## config.mk

```make
export PLATFORM = sky130hd
export DESIGN_NAME = memory_arbiter_ctrl
export DESIGN_NICKNAME = d
export VERILOG_FILES = /design/src/rtl/memory_arbiter_ctrl_pkg.sv /design/src/rtl/memory_arbiter_ctrl_wait_timer.sv /design/src/rtl/memory_arbiter_ctrl.sv
export SDC_FILE = /design/constraint.sdc
export NUM_CORES = 1
export LEC_CHECK = 0
export ABC_AREA = 1
export BUFFER_PORTS_ARGS = -buffer_cell sky130_fd_sc_hd__buf_2
export CAP_MARGIN = 20
export CORE_ASPECT_RATIO = 1.4
export CORE_MARGIN = 3
export CORE_UTILIZATION = 45
export CTS_CLUSTER_DIAMETER = 60
export CTS_CLUSTER_SIZE = 40
export DETAILED_ROUTE_END_ITERATION = 8
export PLACE_DENSITY_LB_ADDON = 0.2
export SLEW_MARGIN = 0
export SYNTH_ARGS = -nofsm -noshare
export SYNTH_HDL_FRONTEND = slang
export SYNTH_SLANG_ARGS = --single-unit
```

## constraint.sdc

```tcl
create_clock -name CLK -period 2.25 [get_ports CLK]
set_input_delay 0.225 -clock CLK [delete_from_list [all_inputs] [get_ports CLK]]
set_output_delay 0.225 -clock CLK [all_outputs]
set_load 0.005 [all_outputs]
```

## src/rtl/memory_arbiter_ctrl_pkg.sv

```systemverilog
// Shared types for the CPU memory arbiter: word type, RAM handshake state,
// arbiter FSM state and the latched request payload.
package memory_arbiter_ctrl_pkg;

    localparam int unsigned WORD_W      = 32;
    localparam int unsigned TIMEOUT_DEF = 16;
    localparam int unsigned CNT_W_DEF   = 5;

    typedef logic [WORD_W-1:0] word_t;

    typedef enum logic [1:0] {
        FREE   = 2'd0,
        BUSY   = 2'd1,
        ACCESS = 2'd2,
        ERROR  = 2'd3
    } ramstate_t;

    typedef enum logic [1:0] {
        IDLE  = 2'd0,
        DATA  = 2'd1,
        INSTR = 2'd2,
        FAULT = 2'd3
    } arb_state_t;

    // Request captured in IDLE and replayed to the RAM until it retires
    typedef struct packed {
        logic  write;
        word_t addr;
        word_t data;
    } req_t;

endpackage

```

## src/rtl/memory_arbiter_ctrl_wait_timer.sv

```systemverilog
// Saturating wait counter with synchronous clear; expire flags LIMIT-1 reached.
module memory_arbiter_ctrl_wait_timer #(
    parameter int unsigned LIMIT = 16,
    parameter int unsigned CNT_W = 5
) (
    input  logic clk,
    input  logic rst_n,
    input  logic clear,
    input  logic enable,
    output logic expire
);

    logic [CNT_W-1:0] count;

    assign expire = (count == CNT_W'(LIMIT - 1));

    always_ff @(posedge clk or negedge rst_n) begin
        if (!rst_n) begin
            count <= '0;
        end else if (clear) begin
            count <= '0;
        end else if (enable && !expire) begin
            count <= count + CNT_W'(1);
        end
    end

endmodule

```

## src/rtl/memory_arbiter_ctrl.sv

```systemverilog
// Serialises instruction and data requests onto the single RAM port, with
// data priority, hit suppression on stale requests, timeout and sticky fault.
module memory_arbiter_ctrl
    import memory_arbiter_ctrl_pkg::*;
#(
    parameter int unsigned TIMEOUT = TIMEOUT_DEF,
    parameter int unsigned CNT_W   = CNT_W_DEF
) (
    input  logic      CLK,
    input  logic      nRST,
    input  logic      iREN,
    input  word_t     iaddr,
    output logic      ihit,
    output word_t     iload,
    input  logic      dREN,
    input  logic      dWEN,
    input  word_t     daddr,
    input  word_t     dstore,
    output logic      dhit,
    output word_t     dload,
    output logic      ramREN,
    output logic      ramWEN,
    output word_t     ramaddr,
    output word_t     ramstore,
    input  word_t     ramload,
    input  ramstate_t ramstate,
    output logic      mem_fault,
    output logic      busy
);

    arb_state_t state, state_next;
    req_t       req, req_next;
    logic       in_flight;
    logic       expire;
    logic       d_match;
    logic       i_match;

    assign in_flight = (state == DATA) || (state == INSTR);
    assign mem_fault = (state == FAULT);
    assign busy      = (state != IDLE);

    // Requester must still be asking for the same thing when the RAM answers
    assign d_match = (req.write ? dWEN : dREN) && (daddr == req.addr);
    assign i_match = iREN && (iaddr == req.addr);

    memory_arbiter_ctrl_wait_timer #(
        .LIMIT (TIMEOUT),
        .CNT_W (CNT_W)
    ) u_wait_timer (
        .clk    (CLK),
        .rst_n  (nRST),
        .clear  (!in_flight),
        .enable (in_flight),
        .expire (expire)
    );

    always_ff @(posedge CLK or negedge nRST) begin
        if (!nRST) begin
            state <= IDLE;
            req   <= '0;
        end else begin
            state <= state_next;
            req   <= req_next;
        end
    end

    always_comb begin
        state_next = state;
        req_next   = req;
        ihit       = 1'b0;
        dhit       = 1'b0;
        iload      = '0;
        dload      = '0;
        ramREN     = 1'b0;
        ramWEN     = 1'b0;
        ramaddr    = '0;
        ramstore   = '0;

        case (state)
            IDLE: begin
                if (dREN || dWEN) begin
                    state_next = DATA;
                    req_next   = '{write: dWEN, addr: daddr, data: dstore};
                end else if (iREN) begin
                    state_next = INSTR;
                    req_next   = '{write: 1'b0, addr: iaddr, data: '0};
                end
            end

            DATA: begin
                ramaddr  = req.addr;
                ramstore = req.data;
                ramREN   = !req.write;
                ramWEN   = req.write;
                if (ramstate == ACCESS) begin
                    state_next = IDLE;
                    dhit       = d_match;
                    if (d_match && !req.write) begin
                        dload = ramload;
                    end
                end else if ((ramstate == ERROR) || expire) begin
                    state_next = FAULT;
                end
            end

            INSTR: begin
                ramaddr = req.addr;
                ramREN  = 1'b1;
                if (ramstate == ACCESS) begin
                    state_next = IDLE;
                    ihit       = i_match;
                    if (i_match) begin
                        iload = ramload;
                    end
                end else if ((ramstate == ERROR) || expire) begin
                    state_next = FAULT;
                end
            end

            FAULT: begin
                state_next = FAULT;
            end

            default: begin
                state_next = IDLE;
            end
        endcase
    end

endmodule

```

==> flow_summary_export.csv <==
group,metric,value,unit
status,status,"complete, no violations",
cts,clock_sinks,72,
synthesis,synth_xor_area_share,2.47,%
critical_path,critPathMaxFanout,33,
synthesis,synth_area,5670,µm²
critical_path,critical_path.cell_chain,"inv_2 -> ha_1 -> nand2_1 -> a21oi_1 -> nand3_1 -> nor2_2 -> nand3_2 -> buf_12 -> nor3_1 -> buf_2",
placement,place_area,7090,µm²
critical_path,arrival,1.99,ns
sta,fin_hold_ws,0.115,ns
critical_path,start_kind,"flip-flop",
cts,htree_levels,3,
synthesis,synth_seq_cells,72,
synthesis,avgSynthCellArea,6.66,µm²
synthesis,netlist.area_leader.share,31.8,%
synthesis,synthArstFlopShare,100,%
cells_and_area,fin_util,62.2,%
synthesis,ys_types,32,
global_route,antenna_found_initial,5,
floorplanning,fp.coreArea,12100,µm²
synthesis,ys_seq_area_share,31.8,%
sta,tightest_slew,0.575,ns
job,maxCapViolCount,0,
synthesis,synthCells,851,
floorplanning,dieHeight,139,µm
cts,cts_tree,"built",
cells_and_area,drive_above_1_share,34.7,%
pwr,ir_worst_vdd,0.000621,V
synthesis,synth_fp_nets,992,
synthesis,ys_top_cells_by_area,"dfrtp_1 32%, nand2_1 19%, inv_1 11%",
placement,place_congestion,0.870,
synthesis,synth_top_cell_by_area,"dfrtp_1",
global_route,grt_pass1_wl,28.6,mm
synthesis,ys.warnings.count,0,
sta,maxSlewViolCount,0,
detailed_routing,postRouteAntennaNets,0,
pwr,switching_share,43.8,%
floorplanning,num_io_pins,269,
critical_path,critPathTopFamily,"simple AND/OR/NAND/NOR gates",
floorplanning,dieWidth,101,µm
synthesis,muxShareOfSynthArea,0,%
cts,clock_path_buffers,2,
pwr,p_seq_share,30.0,%
floorplanning,floorplan.rows,47,
pwr,power_density,1100,nW/µm²
cells_and_area,final_nets,1245,
detailed_routing,wl_met2,9.21,mm
cts,postCtsSetupBuffers,0,
cells_and_area,postLayoutCellArea,7500,µm²
critical_path,slowest_stage,"dfrtp_1",
detailed_routing,drc,0,
detailed_routing,vias,6171,
critical_path,slowest_delay,0.40,ns
detailed_routing,wire_per_inst,14.4,µm
placement,hpwl,14.4,mm
floorplanning,die-area,14000,µm²
sta,fmax,452,MHz
critical_path,worst-path-buf-inv,3,
global_route,grt_pass1_vias,5851,
detailed_routing,wl_met1,6.62,mm
hold_path,hold_path_class,"in2reg",
detailed_routing,wl_met3,1.61,mm
synthesis,synth_fa_ha_area_share,1.32,%
critical_path,cp-end-kind,"primary output",
sta,rsz0062_at_grt,"yes",
sta,skew,0.00473,ns
pwr,p_int,4.62,mW
detailed_routing,top_layer_used,"met5",
sta,worst_slack,0.0365,ns
sta,setup_viol,0,
global_route,grtUsageTotal,25.6,%
critical_path,crit_type,"reg2out",
critical_path,cp.required,2.03,ns
global_route,grt_max_degree,67,
placement,io_buffers,268,
cts,clk_pin_slew,0.06,ns
cells_and_area,layout_commonest_cell,"nand2_1",
placement,place_ws,0.289,ns
synthesis,synth_compound_area_share,13.0,%
sta,slew_headroom,61.7,%
sta,fin_crit_sh,98.4,%
synthesis,yosys.area_share.simple,34.8,%
pwr,p_clk_share,19.2,%
pwr,pwr-share-comb,50.8,%
floorplanning,start_util,47.0,%
detailed_routing,detail_route.first_pass.iterations,4,
sta,period_minus_slack,2.21,ns
pwr,p_sw,3.61,mW
cts,numCtsBuffers,9,
pwr,leakage,4.59,nW
detailed_routing,wl,18.1,mm
detailed_routing,viasPerCell,4.90,
synthesis,synth_top_family_by_area,"simple AND/OR/NAND/NOR gates",
synthesis,synth_edf_count,0,
global_route,grt_overflow,0,
cts,cts.root.buffer_cell,"clkbuf_16",
detailed_routing,drt_iter0_drc,248,
synthesis,ys.flop_type,"dfrtp_1",
cts,clock_latency,0.34,ns
cells_and_area,mostFrequentLayoutCells,"289 x nand2_1, 267 x buf_2, 167 x inv_1",
cells_and_area,area_growth,32.3,%
sta,setup_tns,0,ns
sta,hold_viol,0,
==> worst paths after layout <==
check                                                  startpoint                    to  slack (ns)  depth (start not counted)
max in group asynchronous                                    nRST   req[64]$_DFFE_PN0P_        1.24                          3
worst max-delay path                         state[0]$_DFFE_PN0P_             iload[20]        0.04                         10
worst max register to register  u_wait_timer.count[0]$_DFFE_PN0P_  state[1]$_DFFE_PN0P_        0.39                         10
worst min register to register                 req[2]$_DFFE_PN0P_    req[2]$_DFFE_PN0P_        0.50                          1
worst min-delay path                                   dstore[10]   req[10]$_DFFE_PN0P_        0.11                          2
min in group asynchronous                                    nRST   req[19]$_DFFE_PN0P_        0.42                          2
==> power groups by stage <==
stage	logic (mW)	registers (mW)	clock network (mW)
after floorplan	2.75	2.32	0
after global placement	4.14	2.46	0
after detailed placement	4.22	2.45	0
after CTS	4.23	2.45	1.61
after global routing	4.75	2.55	1.67
final	4.18	2.47	1.58
==> stage by stage <==
step	power, mW	instances
2_1_floorplan	5.07	851
6_report	8.23	1259
3_5_place_dp	6.67	1239
3_3_place_gp	6.60	1239
5_1_grt	8.97	1259
4_1_cts	8.29	1256
==> final cells by class <==
| cell class | instances | area (µm²) |
|---|---|---|
| well taps | 147 | 184 |
| multi-input cells | 552 | 2960 |
| flip-flops and latches | 72 | 1800 |
| fillers | 1183 | 4550 |
| inverters | 185 | 694 |
| clock buffers | 10 | 239 |
| diodes | 3 | 7.51 |
| clock inverters | 6 | 91.3 |
| repair buffers | 284 | 1520 |
==> per-layer routing <==
layer	up-vias	track usage, %
li1	3119	-
met2	233	45.4
met4	4	11.5
met3	42	6.95
met5	-	0
met1	2773	27.7
==> what timing repair did <==
item	in CTS	in global routing
gates resized for setup	4	13
endpoints found under the hold margin	39	0
endpoints found under the setup margin	33	64
pin swaps	0	1
hold buffers	1	0
==> state kept, by name, summed over array words and instances (netlist names) <==
name	cells
req	65
state	2
u_wait_timer.count	5
==> cell usage after synthesis (6+ instances only) <==
master	n
nand2_1	289
nor2_1	41
o211ai_1	17
buf_4	8
nor3_2	48
buf_2	6
dfrtp_1	72
inv_1	168
xnor2_1	13
a22o_1	32
clkbuf_1	21
ha_1	6
buf_6	7
o21ai_1	15
o21ai_0	36
inv_2	17
nor3_1	20
==> logic make-up (layout without fill, tap and decap cells) <==
group	after synthesis	count (layout)
compound gates	112	112
xor+xnor	16	16
fa+ha+maj	6	6
buf+inv	227	485
flops	72	72
other cells	0	3
simple gates	418	418
Note: power is estimated with default switching activity, not from simulation.
